<file path="config.mk">
export PLATFORM = sky130hd
export DESIGN_NAME = cnn_sequencer
export DESIGN_NICKNAME = d
export VERILOG_FILES = /design/src/rtl/cnn_sequencer.sv
export SDC_FILE = /design/constraint.sdc
export NUM_CORES = 1
export LEC_CHECK = 0
export BUFFER_PORTS_ARGS = -buffer_cell sky130_fd_sc_hd__buf_4
export CAP_MARGIN = 10
export CORE_AREA = 5 5 208 210
export DETAILED_ROUTE_END_ITERATION = 8
export DIE_AREA = 0 0 213 215
export SETUP_SLACK_MARGIN = 0.3
export SLEW_MARGIN = 40
export SYNTH_ARGS = -nofsm -noshare
export SYNTH_HDL_FRONTEND = slang
export SYNTH_SLANG_ARGS = --single-unit
</file>
<file path="constraint.sdc">
create_clock -name clk -period 2 [get_ports clk]
set_input_delay 0.2 -clock clk [delete_from_list [all_inputs] [get_ports clk]]
set_output_delay 0.2 -clock clk [all_outputs]
set_load 0.02 [all_outputs]
</file>
<file path="src/rtl/cnn_sequencer.sv">
// CNN frame sequencer: walks the image/coefficient memories once per coefficient
// group, captures the compute-unit accumulators after each pass, and hands each
// group result to a consumer with a valid/ready handshake.
module cnn_sequencer #(
   parameter int unsigned DWIDTH  = 32,
   parameter int unsigned HEIGHT  = 28,
   parameter int unsigned WIDTH   = 28,
   parameter int unsigned DEPTH   = 8,
   parameter int unsigned NGROUPS = 4,
   localparam int unsigned NPIX   = HEIGHT * WIDTH,
   localparam int unsigned PIX_W  = (NPIX > 1) ? $clog2(NPIX) : 1,
   localparam int unsigned COEF_W = (NGROUPS * NPIX > 1) ? $clog2(NGROUPS * NPIX) : 1,
   localparam int unsigned GRP_W  = (NGROUPS > 1) ? $clog2(NGROUPS) : 1
) (
   input  logic                      clk,
   input  logic                      reset,
   input  logic                      start,
   input  logic                      abort,
   output logic                      en,
   output logic                      sof,
   output logic [PIX_W-1:0]          pix_addr,
   output logic [COEF_W-1:0]         coef_addr,
   input  logic [DWIDTH*DEPTH-1:0]   acc_in,
   output logic [DWIDTH*DEPTH-1:0]   out_data,
   output logic [GRP_W-1:0]          out_group,
   output logic                      out_valid,
   input  logic                      out_ready,
   output logic                      busy,
   output logic                      done
);

   localparam logic [PIX_W-1:0] PIX_LAST = PIX_W'(NPIX - 1);
   localparam logic [GRP_W-1:0] GRP_LAST = GRP_W'(NGROUPS - 1);

   typedef enum logic [2:0] {
      StIdle,
      StSof,
      StRun,
      StDrain,
      StOut,
      StDone
   } state_e;

   state_e                    state_q, state_d;
   logic [PIX_W-1:0]          pix_q, pix_d;
   logic                      drain_q, drain_d;
   logic [GRP_W-1:0]          group_q, group_d;
   logic [DWIDTH*DEPTH-1:0]   out_data_q, out_data_d;
   logic [GRP_W-1:0]          out_group_q, out_group_d;
   logic [COEF_W-1:0]         coef_base;

   // State and datapath registers with synchronous reset.
   always_ff @(posedge clk) begin
      if (reset) begin
         state_q     <= StIdle;
         pix_q       <= '0;
         drain_q     <= 1'b0;
         group_q     <= '0;
         out_data_q  <= '0;
         out_group_q <= '0;
      end else begin
         state_q     <= state_d;
         pix_q       <= pix_d;
         drain_q     <= drain_d;
         group_q     <= group_d;
         out_data_q  <= out_data_d;
         out_group_q <= out_group_d;
      end
   end

   // Next-state logic; abort is applied last so it wins over every other transition.
   always_comb begin
      state_d     = state_q;
      pix_d       = pix_q;
      drain_d     = drain_q;
      group_d     = group_q;
      out_data_d  = out_data_q;
      out_group_d = out_group_q;

      case (state_q)
         StIdle: begin
            if (start && !abort) state_d = StSof;
         end
         StSof: begin
            pix_d   = '0;
            state_d = StRun;
         end
         StRun: begin
            if (pix_q == PIX_LAST) begin
               pix_d   = '0;
               drain_d = 1'b0;
               state_d = StDrain;
            end else begin
               pix_d = pix_q + PIX_W'(1);
            end
         end
         StDrain: begin
            // Two cycles: one for the delayed compute enable, one for the accumulator register.
            if (drain_q) begin
               drain_d     = 1'b0;
               out_data_d  = acc_in;
               out_group_d = group_q;
               state_d     = StOut;
            end else begin
               drain_d = 1'b1;
            end
         end
         StOut: begin
            if (out_ready) begin
               if (group_q == GRP_LAST) begin
                  state_d = StDone;
               end else begin
                  group_d = group_q + GRP_W'(1);
                  state_d = StSof;
               end
            end
         end
         StDone: begin
            group_d = '0;
            state_d = StIdle;
         end
         default: state_d = StIdle;
      endcase

      if (abort && (state_q != StIdle)) begin
         state_d = StIdle;
         group_d = '0;
         pix_d   = '0;
         drain_d = 1'b0;
      end
   end

   // Decoded outputs; addresses are forced to zero outside RUN.
   always_comb begin
      en        = (state_q == StRun);
      sof       = (state_q == StSof);
      out_valid = (state_q == StOut);
      busy      = (state_q != StIdle);
      done      = (state_q == StDone);
      coef_base = COEF_W'(group_q) * COEF_W'(NPIX);
      pix_addr  = en ? pix_q : '0;
      coef_addr = en ? (coef_base + COEF_W'(pix_q)) : '0;
      out_data  = out_data_q;
      out_group = out_group_q;
   end

endmodule

</file>
==> impl_metrics.py <==
metrics = {
    "timing": {
        "fin_crit_sh_pct": 125,
        "final.min_clock_period_ps": 2500,
        "worst_pin_slew_ps": 573,
        "slew_viol_final": 0,
        "fin_setup_tns_ps": -3230,
        "hold_viol_final": 0,
        "final-setup-viol-count": 22,
        "rsz0062_at_grt": "yes",
        "timing.final.ws_setup_ps": -501,
        "fin_worst_skew_ps": 10.9,
        "fmax_mhz": 400,
        "slew-limit-headroom_pct": 61.8,
    },
    "route": {
        "vias_per_cell": 4.81,
        "dr.first_iter.drc_count": 788,
        "route.met2.wl_um": 29000,
        "final_antenna_net_count": 0,
        "dr_wl_met3_um": 4720,
        "dr_total_vias": 13124,
        "wl_met1_um": 21400,
        "wl_per_cell_um": 21.2,
        "top_layer": "met5",
        "drc": 0,
        "firstDrtPassIters": 5,
        "drt_wl_total_um": 57800,
    },
    "synth": {
        "yosysTopAreaCellShare_pct": 54.4,
        "ys_async_sr_fraction_pct": 0,
        "synth_cells": 1287,
        "synth_edf_count": 0,
        "synthFlopType": "dfxtp_1",
        "ys_ff_latch": 274,
        "syn_nets": 1558,
        "synth_cell_types": 48,
        "ys_seq_area_share_pct": 54.4,
        "syn_area_per_cell_um2": 7.84,
        "ys_warn_count": 0,
        "syn_area_mm2": 0.0101,
        "yosysTopAreaCell": "dfxtp_1",
        "synth_area_leaders": "dfxtp_1 54%, nand2_1 20%, a21oi_1 14%, clkbuf_1 2.0%, buf_2 1.8%",
    },
    "floorplanning": {
        "initial_core_util_pct": 24.4,
        "dieArea_mm2": 0.0458,
        "dieWidth_um": 213,
        "rows": 75,
        "dieHeight_um": 215,
        "pin_count": 546,
        "coreArea_mm2": 0.0414,
    },
    "setup_path": {
        "crit_top_cell": "ha_4",
        "crit_type": "reg -> out",
        "r2r_cells": 8,
        "required_ps": 1800,
        "critical_path_buf_inv_count": 3,
        "reg2reg_to": "out_data[187]",
        "reg2reg_slack_ps": 70,
        "arrival_ps": 2300,
        "slowest_delay_ps": 350,
        "path_delay_family": "adder cells",
        "cp-start-kind": "flop",
        "path_cells": "inv_2, ha_4, inv_4, ha_4, a21o_1, a41oi_2, or3_4, a21oi_4, buf_6",
        "end_kind": "output port",
        "reg2reg_from": "state_q[2]",
        "path_max_fanout": 3,
        "slowest_stage": "dfxtp_4",
    },
    "cells_and_area": {
        "nNetsFinal": 2432,
        "final_cell_mix": "557 x buf_4, 326 x nand2_1, 265 x dfxtp_1",
        "stdcell_count": 2726,
        "syn_to_final_growth_pct": 127,
        "layout_commonest_cell": "buf_4",
        "final_util_pct": 55.4,
        "design_area_mm2": 0.0229,
        "drive_above_1_share_pct": 54.2,
    },
    "placed_design": {
        "placed_cell_area_mm2": 0.0149,
        "dp_hpwl_um": 27600,
        "port_buffers": 545,
        "dp_cells": 2307,
        "gp_congestion": 0.851,
    },
    "clock_network": {
        "path_clk_slew_ps": 70,
        "cts-root-buf": "clkbuf_16",
        "h-tree-depth": 1,
        "clk_latency_ps": 560,
        "numCtsBuffers": 31,
        "clock_path_buffers": 3,
        "cts.sinks": 274,
        "cts_tree": "built",
    },
    "outcome": {
        "violations": "negative setup slack",
        "status": "complete, but fails checks",
    },
    "flow_run": {
        "maxCapViolations": 0,
    },
    "power_and_ir_drop": {
        "power.internal_mw": 10.7,
        "p_total_mw": 14.4,
        "powerDensity_mw_per_mm2": 627,
        "cellLeakagePower_nw": 9.12,
        "seqPwrFrac_pct": 38.7,
        "clkPwrFrac_pct": 43.3,
        "power.switching_mw": 3.67,
        "peakVddDrop_mv": 0.593,
        "p_sw_share_pct": 25.5,
        "comb_power_share_pct": 18.0,
    },
    "grt": {
        "first_global_vias": 12396,
        "grt.overflow.total": 0,
        "grtUsageTotal_pct": 17.9,
        "grt_antenna_before_repair": 3,
        "grt_max_degree": 100,
        "grt_pass1_wl_um": 67100,
    },
    "hold_path": {
        "worstHoldStart": "acc_in[220]",
        "hold_path.class": "in -> reg",
        "min_path_cells": 3,
        "hold-path-endpoint": "out_data[220]",
    },
}
power by group through the flow:
| stage | Sequential (mW) | Combinational, mW | Clock, mW |
|---|---|---|---|
| after floorplan | 5.69 | 0.566 | 0 |
| after global routing | 5.57 | 2.70 | 6.54 |
| after detailed placement | 5.70 | 1.25 | 0 |
| after CTS | 5.55 | 2.23 | 6.27 |
| final | 5.57 | 2.59 | 6.22 |
| after global placement | 5.69 | 1.24 | 0 |
metal layers:
layer | vias up | track usage, %
met5 | - | 0
met1 | 6340 | 20.7
li1 | 5987 | -
met4 | 2 | 7.15
met3 | 162 | 4.81
met2 | 633 | 31.2
worst reg2reg max path: stages, from the launching register on:
cell and delay [ps]:
dfxtp_4 350, buf_6 130, nand2b_4 170, or3_4 500, buf_12 210, buf_8 140
clkbuf_16 170, nand2_4 70, a21oi_2 50
timing repair:
action,4_1_cts,5_1_grt
hold buffers,255,1
gates resized for setup,146,595
endpoints found under the setup margin,273,257
pin swaps,78,340
setup buffers,36,12
gates cloned,7,49
hold endpoints to repair,255,1
kinds of logic (layout without fill, tap and decap cells):
| kind of cell | after synthesis | in the layout | synth area share (%) |
|---|---|---|---|
| XOR/XNOR | 5 | 5 | 0.434 |
| AND/OR/NAND/NOR | 592 | 593 | 23.6 |
| buffers and inverters | 105 | 1001 | 4.64 |
| AO/OA/AOI/OAI | 301 | 302 | 15.6 |
| flip-flops | 274 | 274 | 54.4 |
| other | 0 | 2 | 0 |
| adder cells (fa/ha/maj) | 10 | 10 | 1.31 |
final cells by class:
| type | instances | area [µm²] |
|---|---|---|
| sequential | 274 | 5510 |
| clock buffer | 43 | 902 |
| tap | 539 | 674 |
| antenna | 2 | 5.00 |
| timing repair buffer | 937 | 9060 |
| inverter | 7 | 51.3 |
| fill | 3122 | 18500 |
| clock inverter | 14 | 205 |
| multi-input combinational | 910 | 6520 |
through the flow:
| stage | setup slack, ps | hold slack [ps] |
|---|---|---|
| 3_3_place_gp | 18.5 | 442 |
| 4_1_cts | -537 | 18.6 |
| 2_1_floorplan | 83.2 | 336 |
| 3_5_place_dp | 11.9 | 447 |
| 5_1_grt | -581 | 40.0 |
| 6_report | -501 | 52.8 |
synthesized netlist by cell type, types with 2 or more instances:
| library cell | instances |
|---|---|
| nand2_1 | 525 |
| a21oi_1 | 274 |
| dfxtp_1 | 274 |
| clkbuf_1 | 53 |
| buf_2 | 37 |
| nor2_1 | 15 |
| and2_1 | 13 |
| ha_1 | 9 |
| nand3_1 | 8 |
| a31oi_1 | 5 |
| buf_4 | 5 |
| or3_1 | 5 |
| a21o_1 | 4 |
| inv_1 | 4 |
| nand2b_1 | 4 |
| o21ai_0 | 4 |
| a311oi_1 | 3 |
| nor3_1 | 3 |
| xor2_1 | 3 |
| a41oi_1 | 2 |
| inv_2 | 2 |
| nand3b_1 | 2 |
| nand4_1 | 2 |
| nor2b_1 | 2 |
| nor4_1 | 2 |
| o211ai_1 | 2 |
| o21ai_1 | 2 |
| or4b_1 | 2 |
| xnor2_1 | 2 |
sequential cells by signal, summed over array words and instances, names as in the netlist:
signal,count
out_data,256
pix_q,10
state_q,3
group_q,2
out_group,2
drain_q,1
how the worst max path moves through the flow:
| stage | start | to | slack (ps) | cells past startpoint |
|---|---|---|---|---|
| 6_report | group_q[0] | coef_addr[11] | -500 | 9 |
| 5_1_grt | group_q[0] | coef_addr[11] | -580 | 9 |
| 4_1_cts | group_q[0] | coef_addr[11] | -540 | 9 |
| 3_5_place_dp | group_q[0] | coef_addr[11] | 10 | 9 |
| 3_3_place_gp | group_q[0] | coef_addr[11] | 20 | 9 |
| 2_1_floorplan | group_q[0] | coef_addr[11] | 80 | 8 |
Note: power is estimated with default switching activity, not from simulation.
